File: src/rtl/four_to_two_pe_if.sv
// Bus bundle for the 4-to-2 priority encoder: four request lines in, encoded index and valid out.
// The master drives the requests; the encoder (slave) returns the code.
interface four_to_two_pe_if;
  logic p;
  logic q;
  logic r;
  logic s;
  logic a;
  logic b;
  logic v;

  modport master (
    output p, q, r, s,
    input  a, b, v
  );

  modport slave (
    input  p, q, r, s,
    output a, b, v
  );
endinterface

File: src/rtl/four_to_two_pe.sv
// 4-to-2 priority encoder (s > r > q > p) with a request-present flag.
// With REG_OUT=1 the result is registered with one cycle of latency; with REG_OUT=0 it is combinational.
module four_to_two_pe #(
  parameter bit REG_OUT = 1'b1
) (
  input  logic              clk,
  input  logic              rst,
  four_to_two_pe_if.slave   bus
);

  // Returns {a, b, v} for a request vector ordered {s, r, q, p}.
  function automatic logic [2:0] encode_f(input logic [3:0] req);
    logic [2:0] res;
    res = 3'b000;
    if (req[3]) begin
      res = 3'b111;
    end else if (req[2]) begin
      res = 3'b101;
    end else if (req[1]) begin
      res = 3'b011;
    end else if (req[0]) begin
      res = 3'b001;
    end else begin
      res = 3'b000;
    end
    return res;
  endfunction

  logic [3:0] req_s;
  logic [2:0] enc_s;

  // Gather requests and encode them.
  always_comb begin
    req_s = {bus.s, bus.r, bus.q, bus.p};
    enc_s = encode_f(req_s);
  end

  generate
    if (REG_OUT) begin : g_reg
      logic [2:0] out_r;

      // Output register; reset wins over the encoded value.
      always_ff @(posedge clk) begin
        if (rst) begin
          out_r <= 3'b000;
        end else begin
          out_r <= enc_s;
        end
      end

      assign bus.a = out_r[2];
      assign bus.b = out_r[1];
      assign bus.v = out_r[0];
    end else begin : g_comb
      // Clock and reset have no effect in the combinational build.
      logic unused_s;
      assign unused_s = clk ^ rst;

      assign bus.a = enc_s[2];
      assign bus.b = enc_s[1];
      assign bus.v = enc_s[0];
    end
  endgenerate

endmodule

File: src/flat_wrapper.sv
// flat-port wrapper written by rule: the top's interface ports become plain ports
module four_to_two_pe_flat 
#(
  parameter bit REG_OUT = 1'b1
)
  (clk, rst, bus_p, bus_q, bus_r, bus_s, bus_a, bus_b, bus_v);
  four_to_two_pe_if bus_i ();
  input  logic clk;
  input  logic rst;
  input wire logic [$bits(bus_i.p)-1:0] bus_p;
  input wire logic [$bits(bus_i.q)-1:0] bus_q;
  input wire logic [$bits(bus_i.r)-1:0] bus_r;
  input wire logic [$bits(bus_i.s)-1:0] bus_s;
  output wire logic [$bits(bus_i.a)-1:0] bus_a;
  output wire logic [$bits(bus_i.b)-1:0] bus_b;
  output wire logic [$bits(bus_i.v)-1:0] bus_v;
  assign bus_i.p = bus_p;
  assign bus_i.q = bus_q;
  assign bus_i.r = bus_r;
  assign bus_i.s = bus_s;
  assign bus_a = bus_i.a;
  assign bus_b = bus_i.b;
  assign bus_v = bus_i.v;
  four_to_two_pe #(.REG_OUT(REG_OUT)) u_core (.clk(clk), .rst(rst), .bus(bus_i));
endmodule
File: config.mk
export PLATFORM = sky130hd
export DESIGN_NAME = four_to_two_pe_flat
export DESIGN_NICKNAME = d
export VERILOG_FILES = /design/src/rtl/four_to_two_pe_if.sv /design/src/rtl/four_to_two_pe.sv /design/src/flat_wrapper.sv
export SDC_FILE = /design/constraint.sdc
export NUM_CORES = 1
export LEC_CHECK = 0
export CAP_MARGIN = 20
export CORE_AREA = 4 4 41 43
export CTS_BUF_LIST = sky130_fd_sc_hd__clkbuf_4 sky130_fd_sc_hd__clkbuf_8
export CTS_CLUSTER_SIZE = 25
export DETAILED_ROUTE_END_ITERATION = 6
export DIE_AREA = 0 0 45 47
export GPL_TIMING_DRIVEN = 0
export PLACE_DENSITY = 0.38
export SYNTH_ARGS = -nofsm -noshare
export SYNTH_HDL_FRONTEND = slang
export SYNTH_SLANG_ARGS = --single-unit
export TNS_END_PERCENT = 5
File: constraint.sdc
create_clock -name clk -period 0.8 [get_ports clk]
set_input_delay 0.12 -clock clk [delete_from_list [all_inputs] [get_ports clk]]
set_output_delay 0.12 -clock clk [all_outputs]
set_load 0.01 [all_outputs]
Yosys cells after proc, flatten, opt, wreduce, memory -nomap -nowiden

Cells that the tools add are included.

Add/subtract/negate cells: 0
Multiply operators: 0
Div/mod/pow operators: 0
$lt $le $gt $ge: 0
Eq/ne operators: 0
Shift-type cells: 0
Mux-type cells: 4
Bitwise operators: 0
Reductions and logical operators: 0

Operators by type and width:

| operator          | number |
|---|---|
| 3-bit two-way mux | 3 |
| 1-bit two-way mux | 1 |

Register bits after elaboration: 3
Bits in latches: 0
Bits in writable memories: 0
Memory bits (read-only): 0
Input port bits: 6
Word-level logic and storage cells: 5
Memories kept: 0

Longest topological paths before layout

Depth after elaboration: 4
Gate-level depth with buffers: 2
Depth with buffers taken out: 2

Worst setup path before layout

OpenSTA, ideal clock, no wires.

Kind: reg2out
Start point: register u_core.g_reg.out_r[2]
End point: output bus_a
Arrival time: 0.331 ns
Required time: 0.680 ns
Slack: 0.349 ns
Stages on the path, launching flop included: 1
Buffers on the path: 0
Path through: dfxtp_1

RTL lines:

| item                   | line                 | source |
|---|---|---|
| start, declared        | four_to_two_pe.sv:40 | `logic [2:0] out_r;` |
| start signal, assigned | four_to_two_pe.sv:47 | `out_r <= enc_s;` |
| end, declared          | flat_wrapper.sv:14   | `output wire logic [$bits(bus_i.a)-1:0] bus_a;` |

No word-level cell between the ends.

Final worst setup path

Start point: register u_core.g_reg.out_r[0]
End point: output bus_v

RTL lines:

| item          | line               | source |
|---|---|---|
| end, declared | flat_wrapper.sv:16 | `output wire logic [$bits(bus_i.v)-1:0] bus_v;` |

No word-level cell between the ends.

==> metrics.md <==
| Metric | Value |
|---|---|
| Final Hold Fails | 0 |
| Gr usage total | 4.028% |
| WP data arrival | 0.65 ns |
| Synth top area share | 63.16% |
| Most frequent cells in the layout | 5 x clkdlybuf4s50_1, 4 x clkbuf_4, 3 x nor2_1, 3 x buf_2, 3 x dfxtp_1 |
| Final Net Count | 29 |
| WHS Path Cells | 3 |
| Slew Viols, Final | 0 |
| Worst hold start | bus_s |
| WHS Endpoint | u_core.g_reg.out_r[1] |
| Max-slew headroom | 91.51% |
| Initial antenna violation count | 0 |
| Final Worst Setup Slack | 0.03262 ns |
| Tmin final | 0.7674 ns |
| Vias in the first global route | 108 |
| Global placement routability congestion | 0.5011 |
| Root Driver | clkbuf_4 |
| F_max | 1.303 GHz |
| Drt pass-1 iters | 2 |
| Most common cell after layout, fill and taps aside | clkdlybuf4s50_1 |
| Fin crit share | 95.92% |
| Clock network fraction of total power | 57.9% |
| Ys Warns | 0 |
| Detailed Route WL | 276 um |
| Total congestion overflow | 0 |
| Post-synthesis to final-layout area growth | 119.7% |
| Crit-path cells | buf_2 |
| Cells after Synth | 10 |
| Die X | 45 um |
| Top flop regs | u_core.g_reg.out_r (3) |
| Crit path largest cell delay | 0.30 ns |
| Worst slack at placement | -0.1352 ns |
| VDD IR max | 0.0002200 V |
| CP top delay family | flip-flops |
| Worst hold margin | 0.4647 ns |
| DR iter-0 viols | 1 |
| Cell variety after synth | 6 |
| Design Power | 0.0005151 W |
| CTS buffer count | 3 |
| Core footprint | 1301 um^2 |
| Startpoint types | flop |
| CP Capture Type | output port |
| Post-DRT Antenna Nets | 0 |
| Kind of critical path | reg -> out |
| DR vias/cell | 2.865 |
| Mapped cell area | 95.09 um^2 |
| Drt wl/cell | 7.459 um |
| Max-capacitance violation count | 0 |
| Fin cells | 37 |
| DP Cell Count | 33 |
| CP max-delay cell | dfxtp_1 |
| First-pass GRT wire length | 414 um |
| Synthesis-stage register bit count | 3 |
| Leading area contributor after synthesis | dfxtp_1 |
| TNS Setup | 0 ns |
| Layout cells sized above 1 | 36.36% |
| Post-CTS Setup Inserts | 0 |
| Worst min path class | in -> reg |
| Largest register FFs | 3 |
| RSZ-0062 raised after global routing | no |
| Avg Cell Area, Syn | 9.509 um^2 |
| Initial core utilization | 7.308% |
| Setup violations, final | 0 |
| Lkg Pwr | 0.09291 nW |
| Switching Power | 0.0001005 W |
| Port-buffer cells | 8 |
| IO Pins | 9 |
| Main area contributors after synthesis | dfxtp_1 63%, nor2_1 12%, a21oi_2 9.2%, nand2b_1 6.6%, a21oi_1 5.3% |
| Int Power | 0.0004146 W |
| CP bufs+invs | 1 |
| Clk slew on worst S/H paths | 0.04 ns |
| Antenna cells | 0 |
| H-tree levels | 1 |
| Reg power frac | 31.5% |
| Switching Share | 19.50% |
| Die Area | 2115 um^2 |
| Biggest register | u_core.g_reg.out_r |
| Critical path depth | 1 |
| Remaining DRCs | 0 |
| Least-Margin Pin Slew | 0.1269 ns |
| Req. time, crit path | 0.68 ns |
| Std-Cell Rows | 13 |
| Largest net degree at the start of global routing | 4 |
| Post-synthesis sequential area ratio | 63.16% |
| CP max FO | 1 |
| Longest Clk Path Bufs | 2 |
| Status | completed |
| Via count | 106 |
| Clk sinks | 3 |
| Gate power share | 10.6% |
| CTS tree | built |
| Syn Nets | 16 |
| Die Ht | 47 um |
| Power per Cell Area | 2465 nW/um^2 |
[layout make-up]
class,instances,area [um^2]
multi-input combinational,6,31.28
tap,15,18.77
timing repair buffer,8,65.06
fill,157,1092
inverter,1,3.754
sequential,3,60.06
clock buffer,4,30.03
[synthesized netlist by cell type (all sizes together)]
cell,number
nand2b,1
nor2,3
inv,1
dfxtp,3
a21oi,2
[what timing repair did]
action,CTS,global route
hold buffers,0,0
resized for setup,12,0
setup endpoints to repair,3,0
[stage by stage]
step / cell area (um^2) / util [%]
after floorplan: 95.09 / -
after global placement: 193.9 / 14.90
final: 209.0 / 16.06
after global routing: 209.0 / 16.06
after CTS: 209.0 / 16.06
after detailed placement: 193.9 / 14.90
[cells by family after synthesis]
group | after synthesis | synth area share [%]
flip-flops | 3 | 63.16
AND/OR/NAND/NOR | 4 | 18.42
AO/OA/AOI/OAI | 2 | 14.47
buffers and inverters | 1 | 3.944
[worst max path at each step]
stage / start / to / slack [ns]
floorplan: u_core.g_reg.out_r[2] / bus_a / 0.35
global placement: u_core.g_reg.out_r[2] / bus_a / -0.13
detailed placement: u_core.g_reg.out_r[2] / bus_a / -0.14
CTS: u_core.g_reg.out_r[0] / bus_v / 0.02
global route: u_core.g_reg.out_r[1] / bus_b / 0.004
finish: u_core.g_reg.out_r[0] / bus_v / 0.03
[routing by layer]
layer  global-route usage [%]  vias up  share of wire, %
met1                    2.500       41                36
met3                    4.215        2                21
met5                        0        -                 0
met2                    3.955        9                37
met4                    8.772        0               5.4
li1                         -       54                 -
[power by group through the flow]
stage               logic [W]  registers (W)  clock network (W)
detailed placement  0.0000649       0.000165                  0
global placement    0.0000649       0.000165                  0
floorplan           0.0000112       0.000170                  0
finish              0.0000545       0.000162           0.000298
global route        0.0000587       0.000163           0.000320
CTS                 0.0000559       0.000162           0.000317
No activity file was read; power rests on OpenSTA's default activity.
